### src/rtl/uart_tx.sv
// UART transmitter: 1 start bit, 8 data bits LSB first, even parity, 2 stop bits.
// A one-entry holding register lets the next byte queue up while a frame is on
// the line, so consecutive frames leave with no idle gap between them.
module uart_tx #(
   parameter int INPUT_CLOCK         = 50000000,
   parameter int UART_BAUD           = 9600,
   parameter int CLOCKS_BETWEEN_BITS = INPUT_CLOCK / UART_BAUD
) (
   input  logic       clk50MHz,
   input  logic       rst_n,
   input  logic [7:0] tx_data,
   input  logic       tx_valid,
   output logic       tx_ready,
   output logic       tx,
   output logic       busy
);

   // A bit period of one clock would give a zero-width counter; keep at least one bit.
   localparam int CNT_W = (CLOCKS_BETWEEN_BITS > 1) ? $clog2(CLOCKS_BETWEEN_BITS) : 1;
   localparam logic [CNT_W-1:0] BAUD_LAST = CNT_W'(CLOCKS_BETWEEN_BITS - 1);

   typedef enum logic [2:0] {
      S_IDLE,
      S_START,
      S_DATA,
      S_PARITY,
      S_STOP1,
      S_STOP2
   } state_t;

   state_t           state_q, state_d;
   logic [CNT_W-1:0] baud_cnt_q, baud_cnt_d;
   logic [2:0]       bit_cnt_q, bit_cnt_d;
   logic [7:0]       shift_q, shift_d;
   logic             parity_q, parity_d;
   logic [7:0]       hold_data_q, hold_data_d;
   logic             hold_valid_q, hold_valid_d;
   logic             tx_q, tx_d;

   logic             baud_tc;
   logic             accept;
   logic             load;

   assign baud_tc = (baud_cnt_q == BAUD_LAST);
   assign accept  = tx_valid && !hold_valid_q;

   // Next state and shifter: load from the holding register when idle or at the end of STOP2.
   always_comb begin
      state_d   = state_q;
      bit_cnt_d = bit_cnt_q;
      shift_d   = shift_q;
      parity_d  = parity_q;
      load      = 1'b0;
      unique case (state_q)
         S_IDLE: begin
            if (hold_valid_q) load = 1'b1;
         end
         S_START: begin
            if (baud_tc) state_d = S_DATA;
         end
         S_DATA: begin
            if (baud_tc) begin
               shift_d   = {1'b0, shift_q[7:1]};
               bit_cnt_d = bit_cnt_q + 3'd1;
               if (bit_cnt_q == 3'd7) state_d = S_PARITY;
            end
         end
         S_PARITY: begin
            if (baud_tc) state_d = S_STOP1;
         end
         S_STOP1: begin
            if (baud_tc) state_d = S_STOP2;
         end
         S_STOP2: begin
            if (baud_tc) begin
               if (hold_valid_q) load    = 1'b1;
               else              state_d = S_IDLE;
            end
         end
         default: state_d = S_IDLE;
      endcase
      if (load) begin
         state_d   = S_START;
         shift_d   = hold_data_q;
         parity_d  = ^hold_data_q;
         bit_cnt_d = 3'd0;
      end
   end

   // Baud counter restarts on every state change and stays parked at zero while idle.
   always_comb begin
      baud_cnt_d = baud_cnt_q + CNT_W'(1);
      if (baud_tc || (state_d != state_q) || (state_q == S_IDLE)) baud_cnt_d = '0;
   end

   // Holding register: filled on accept, emptied when the shifter takes the byte.
   always_comb begin
      hold_valid_d = hold_valid_q;
      hold_data_d  = hold_data_q;
      if (load) hold_valid_d = 1'b0;
      if (accept) begin
         hold_valid_d = 1'b1;
         hold_data_d  = tx_data;
      end
   end

   // Line level follows the state being entered so tx can come straight from a flop.
   always_comb begin
      tx_d = 1'b1;
      case (state_d)
         S_START:  tx_d = 1'b0;
         S_DATA:   tx_d = shift_d[0];
         S_PARITY: tx_d = parity_d;
         default:  tx_d = 1'b1;
      endcase
   end

   // State register; reset drops any pending or in-flight byte.
   always_ff @(posedge clk50MHz or negedge rst_n) begin
      if (!rst_n) begin
         state_q      <= S_IDLE;
         baud_cnt_q   <= '0;
         bit_cnt_q    <= 3'd0;
         shift_q      <= 8'd0;
         parity_q     <= 1'b0;
         hold_data_q  <= 8'd0;
         hold_valid_q <= 1'b0;
         tx_q         <= 1'b1;
      end else begin
         state_q      <= state_d;
         baud_cnt_q   <= baud_cnt_d;
         bit_cnt_q    <= bit_cnt_d;
         shift_q      <= shift_d;
         parity_q     <= parity_d;
         hold_data_q  <= hold_data_d;
         hold_valid_q <= hold_valid_d;
         tx_q         <= tx_d;
      end
   end

   assign tx       = tx_q;
   assign tx_ready = !hold_valid_q;
   assign busy     = (state_q != S_IDLE) || hold_valid_q;

endmodule
### config.mk
export PLATFORM = sky130hd
export DESIGN_NAME = uart_tx
export DESIGN_NICKNAME = d
export VERILOG_FILES = /design/src/rtl/uart_tx.sv
export SDC_FILE = /design/constraint.sdc
export NUM_CORES = 1
export LEC_CHECK = 0
export CAP_MARGIN = 20
export CORE_ASPECT_RATIO = 0.6
export CORE_MARGIN = 4
export CORE_UTILIZATION = 58
export DETAILED_ROUTE_END_ITERATION = 12
export PLACE_DENSITY = 0.79
export SETUP_SLACK_MARGIN = 0.1
export SYNTH_ARGS = -nofsm -noshare
export SYNTH_HDL_FRONTEND = slang
export SYNTH_SLANG_ARGS = --single-unit
### constraint.sdc
create_clock -name clk50MHz -period 4.9 [get_ports clk50MHz]
set_clock_uncertainty 0.2 [all_clocks]
set_input_delay 0.98 -clock clk50MHz [delete_from_list [all_inputs] [get_ports clk50MHz]]
set_output_delay 0.98 -clock clk50MHz [all_outputs]
set_load 0.02 [all_outputs]
==> results of run 1 <==
cells in the final DEF (no fill, tap or decap), types with 2 or more instances in the layout:
master	count
mux2i_1	5
inv_1	3
and3_2	2
nand2b_1	2
a22o_1	6
clkdlybuf4s50_1	13
o21ai_0	3
a21o_1	6
ha_1	3
nor2_1	17
mux2_2	10
nand2_1	8
dfrtp_1	37
xor2_1	7
o21bai_1	2
and3_1	7
clkbuf_8	6
nand3_1	6
xnor2_1	12
cell usage after synthesis, drive strengths merged:
library cell   n  share of area, %
dfrtp         37                49
nor2          18               4.0
xnor2         12               5.6
mux2          10               6.0
and3           9               3.1
nand2          8               1.6
xor2           7               3.3
a21o           6               2.4
a22o           6               2.8
mux2i          6               3.4
nand3          6               1.6
buf            3               1.5
ha             3               2.0
inv            3              0.60
o21ai          3              0.80
and4           2               1.0
nand2b         2              0.67
nor3b          2               1.1
o21bai         2              0.80
a21boi         1              0.40
a21oi          1              0.27
a41oi          1              0.87
and2           1              0.33
and4b          1              0.73
and4bb         1              0.87
clkbuf         1              0.20
dfstp          1               1.4
nand4          1              0.33
nor2b          1              0.33
nor4b          1               1.3
o221ai         1              0.47
o2bb2ai        1              0.47
or2            1              0.33
layer usage:
| layer | part of all wire (%) | track usage, % |
|---|---|---|
| met1 | 54 | 28.4 |
| met2 | 40 | 25.3 |
| met3 | 5.4 | 6.23 |
| met4 | 0.41 | 5.06 |
| met5 | 0 | 0 |
kinds of logic after synthesis:
group,Yosys count,share of synthesized area [%]
adder cells (fa/ha/maj),3,2.00
XOR/XNOR,19,8.88
AO/OA/AOI/OAI,22,9.28
buffers and inverters,7,2.27
multiplexers,16,9.42
AND/OR/NAND/NOR,54,17.3
flip-flops,38,50.8
power breakdown:
group	internal, mW	total [mW]	switching (mW)	leakage [nW]
Sequential	0.347	0.378	0.0310	0.479
Clock	0.114	0.220	0.107	0.0482
Combinational	0.0822	0.134	0.0515	0.484
Total	0.542	0.731	0.189	1.01
final timing paths:
kind	endpoint	depth (start not counted)
setup reg to reg	shift_q[0]	5
max in group asynchronous	tx	2
hold / removal	shift_q[1]	1
hold reg to reg	shift_q[1]	1
setup / recovery	busy	3
min in group asynchronous	baud_cnt_q[9]	2
per-stage QoR:
step / setup WS [ns] / hold WS, ns
global route: 1.94 / 0.308
CTS: 2.03 / 0.284
finish: 2.03 / 0.282
global placement: 2.12 / 0.261
floorplan: 2.84 / 0.244
detailed placement: 2.07 / 0.267
registers in the layout, indices dropped and copies added (netlist names):
name	count
baud_cnt_q	13
bit_cnt_q	3
hold_data_q	8
hold_valid_q	1
parity_q	1
shift_q	8
state_q	3
tx	1
worst max-delay path, cell delays in order, from the launching register on:
cell and delay [ns]:
dfrtp_1 0.46, nor2_1 0.28, nand3_1 0.12, clkdlybuf4s50_1 0.54
cell type report:
class	count	area (µm²)	share of cell area (%)
flip-flops and latches	38	952	44.8
clock inverters	1	5.00	0.236
inverters	3	11.3	0.530
repair buffers	14	138	6.48
multi-input cells	114	878	41.4
well taps	42	52.6	2.47
clock buffers	7	86.3	4.07
==> out/qor.csv, run 1 <==
stage,metric,value,unit
finish,net count reported at finish,190,
finish,final instance area,2120,µm²
critical_path,CP startpoint,state_q[2],
global_route,vias in the first global route,1222,
critical_path,Worst Setup Path Type,reg2out,
outcome,status,finished clean,
sta,Slew headroom,43.6,%
clocking,H-tree Lvls,2,
drt,Vias,1229,
finish,"Cell Count, Final, Fillers Out",219,
sta,Fin. Hold Viols,0,
yosys,Yosys reg bits,38,
placed_design,Buffers on Ports,13,
yosys,warnings from Yosys,0,
global_route,GRT Overall Usage,18.8,%
sta,min Tclk post-route,2.87,ns
finish,fin util,71.2,%
placed_design,Detail Placement HPWL,2440,µm
critical_path,endpoint class of the critical path,output port,
drt,DR vias/cell,5.61,
power,pwr/cell area,345,nW/µm²
min_path,min-delay worst type,reg2reg,
clocking,Bufs on Longest Clock Path,2,
sta,Max Fclk,349,MHz
drt,initial DRC count,74,
finish,area grow syn2layout,13.4,%
clocking,total CTS buffers,5,
die,Starting Density,62.8,%
drt,drt pass-1 iters,4,
clocking,Num Clock Sinks,38,
critical_path,R2R setup slack,2.53,ns
drt,routed wire length,3390,µm
finish,number of fill cells,209,
sta,Sum Neg Setup Slack,0,ns
drt,# DRC,0,
sta,max-slew violation count,0,
drt,post-route ant nets,0,
critical_path,CP Data Required Time,3.72,ns
critical_path,CP max FO,8,
power,Static Leak,1.01,nW
global_route,initial antenna violation count,0,
sta,Tightest Pin Transition,0.844,ns
power,"Power, Total",0.731,mW
finish,ant diodes,0,
critical_path,worst flop-to-flop path startpoint,baud_cnt_q[0],
critical_path,"Arr. time, crit path",1.69,ns
yosys,Syn Inst Count,159,
clocking,CTS tree,built,
die,Core Area,2980,µm²
clocking,Root Driver,clkbuf_8,
drt,average wire per standard cell,15.5,µm
sta,RSZ-0062 raised after global routing,no,
yosys,Post-Syn Nets,173,
global_route,largest net degree at the start of global routing,39,
clocking,post_cts resized,0,
yosys,post-synth cell types,39,
clocking,clk slew on worst S/H paths,0.07,ns
clocking,cts hold-fix bufs,0,
yosys,netlist area before placement,1870,µm²
die,Die Y-Extent,52.0,µm
power,peak supply drop,0.000253,V
min_path,Worst Hold Launch,shift_q[1],
clocking,clock network latency to the later pin of the worst-skew pair,0.28,ns
sta,# setup viols final,0,
yosys,sequential element share of the synthesized area,50.8,%
placed_design,"Cell Area, Placed",2030,µm²
die,Die X-Extent,81.4,µm
placed_design,DP Cell Count,211,
finish,share of layout cells above drive strength 1,16.9,%
critical_path,critical path launch point type,register,
global_route,first-pass GRT wire length,5890,µm
yosys,"Avg Cell Area, Syn",11.8,µm²
placed_design,Final Wtd Congestion,0.836,
sta,Final period util,58.5,%
global_route,remaining global-route overflow,0,
clocking,# Post-CTS Setup Buffers,0,
die,io pins,14,
die,die area,4230,µm²
die,Site Rows,15,
job,number of max-cap violations,0,
No activity file was read; power rests on OpenSTA's default activity.
==> run 2: changes to the inputs <==
Settings changed: CORE_UTILIZATION 58 to 57, PLACE_DENSITY 0.79 to 0.78.
Clock period 4.9 ns to 2.9 ns, I/O delays scaled along.
==> out/qor.csv, run 2 (synthesized netlist as in run 1, its figures left out) <==
stage,metric,value,unit
critical_path,CP max FO,8,
sta,max-slew violation count,0,
clocking,clock network latency to the later pin of the worst-skew pair,0.29,ns
finish,share of layout cells above drive strength 1,17.5,%
sta,Slew headroom,44.7,%
clocking,Num Clock Sinks,38,
job,number of max-cap violations,0,
placed_design,Buffers on Ports,13,
critical_path,CP startpoint,state_q[2],
die,Site Rows,15,
drt,post-route ant nets,0,
drt,# DRC,0,
outcome,status,finished clean,
clocking,CTS tree,built,
sta,Final period util,86.8,%
placed_design,Placement Setup Slack,0.591,ns
die,Starting Density,62.4,%
min_path,min-delay worst type,in2async,
finish,number of flip-flops under the largest register name,13,
finish,area of the multi-input gates,878,µm²
sta,min Tclk post-route,2.52,ns
finish,number of fill cells,215,
critical_path,Critical Path End,busy,
power,Static Leak,1.01,nW
drt,average wire per standard cell,16.2,µm
clocking,H-tree Lvls,2,
sta,RSZ-0062 raised after global routing,no,
global_route,first-pass GRT wire length,6160,µm
sta,Max Fclk,397,MHz
sta,Sum Neg Setup Slack,0,ns
critical_path,CP Buf/Inv Count,1,
power,pwr/cell area,587,nW/µm²
critical_path,crit path max-delay cell type,clkdlybuf4s50_1,
placed_design,Detail Placement HPWL,2610,µm
critical_path,worst flop-to-flop path startpoint,baud_cnt_q[0],
drt,met3 WL post-DR,244,µm
global_route,vias in the first global route,1213,
drt,routed wire length,3550,µm
die,Die X-Extent,82.0,µm
critical_path,Worst Setup Path Type,reg2out,
clocking,# Post-CTS Setup Buffers,0,
critical_path,"slowest stage delay, CP",0.54,ns
clocking,post_cts resized,0,
critical_path,critical path launch point type,register,
critical_path,Critical Path Stages,3,
finish,Largest regs,"baud_cnt_q (13), hold_data_q (8), shift_q (8)",
drt,DR vias/cell,5.77,
drt,uppermost layer routed,met4,
clocking,Bufs on Longest Clock Path,2,
global_route,remaining global-route overflow,0,
finish,"commonest non-fill, non-tap cell in the layout",dfrtp_1,
sta,# setup viols final,0,
clocking,clk slew on worst S/H paths,0.07,ns
global_route,largest net degree at the start of global routing,39,
placed_design,Final Wtd Congestion,0.780,
critical_path,endpoint class of the critical path,output port,
sta,Setup WS post-layout,0.383,ns
sta,Tightest Pin Transition,0.829,ns
critical_path,Top delay family on crit path,buffers and inverters,
finish,"commonest non-fill, non-tap cells in the layout","dfrtp_1 (37), nor2_1 (17), xnor2_1 (12), clkdlybuf4s50_1 (12), mux2_2 (10)",
drt,met1 WL,1870,µm
finish,area grow syn2layout,13.1,%
sta,WHS,0.183,ns
critical_path,R2R setup slack,0.58,ns
power,Pint,0.916,mW
critical_path,worst-path cell chain,nor2_1 > nand3_1 > clkdlybuf4s50_1,
clocking,cts hold-fix bufs,0,
drt,Met2 Wirelength,1360,µm
power,Flop pwr share,51.3,%
critical_path,reg2reg path depth,5,
finish,net count reported at finish,190,
finish,FF/Latch Area,952,µm²
critical_path,FF-to-FF End,shift_q[0],
clocking,Root Driver,clkbuf_8,
power,Comb pwr share,18.5,%
drt,initial DRC count,120,
clocking,total CTS buffers,5,
finish,ant diodes,0,
sta,Fin. Hold Viols,0,
global_route,initial antenna violation count,0,
global_route,GRT Overall Usage,20.1,%
power,part of the power in the clock network,30.2,%
power,sw frac,26.4,%
die,Die Y-Extent,52.4,µm
die,die area,4300,µm²
finish,Reg with most FFs,baud_cnt_q,
critical_path,"Arr. time, crit path",1.74,ns
critical_path,CP Data Required Time,2.12,ns
drt,drt pass-1 iters,4,
drt,Vias,1264,
power,net load switching power,0.328,mW
die,io pins,14,
power,peak supply drop,0.000381,V
power,"Power, Total",1.24,mW
die,Core Area,3000,µm²
==> run 2: changes by cell type in the layout (fill, tap and decap cells not counted) <==
cell             before  now
buf_2                 0    1
clkdlybuf4s50_1      13   12
==> run 2: area by class of cell <==
cell class / instances / area share (%)
Tap cell: 42 / 2.48
Clock buffer: 7 / 4.08
Clock inverter: 1 / 0.236
Multi-Input combinational cell: 114 / 41.5
Inverter: 3 / 0.532
Sequential cell: 38 / 44.9
Timing Repair Buffer: 14 / 6.26
==> run 2: worst min-delay path by stage <==
stage / to
after detailed placement: shift_q[5]
after CTS: baud_cnt_q[0]
final: baud_cnt_q[0]
after global routing: baud_cnt_q[6]
after floorplan: baud_cnt_q[0]
after global placement: shift_q[2]
==> run 2: through the flow <==
step	cell area (µm²)	utilization [%]	std cells
3_3_place_gp	2030	67.5	211
3_5_place_dp	2030	67.5	211
4_1_cts	2120	70.5	219
5_1_grt	2120	70.5	219
2_1_floorplan	1870	-	159
6_report	2120	70.5	219
==> run 2: per-layer routing <==
metal | track usage (%) | vias up
met5 | 0 | -
met4 | 8.01 | 0
met3 | 6.70 | 11
met2 | 24.4 | 41
met1 | 31.5 | 615
li1 | - | 597
==> run 2: worst register-to-register path: cells and delay by family, from the launching register on <==
kind	cells	cell delay [ns]
flops	1	0.42
fa+ha+maj	1	0.25
simple gates	2	0.69
mux	2	0.65
==> run 2: power groups by stage <==
stage | clock network, mW | logic, mW | registers [mW]
floorplan | 0 | 0.179 | 0.631
global placement | 0 | 0.224 | 0.647
detailed placement | 0 | 0.232 | 0.649
CTS | 0.387 | 0.232 | 0.639
global route | 0.413 | 0.244 | 0.648
finish | 0.376 | 0.230 | 0.638
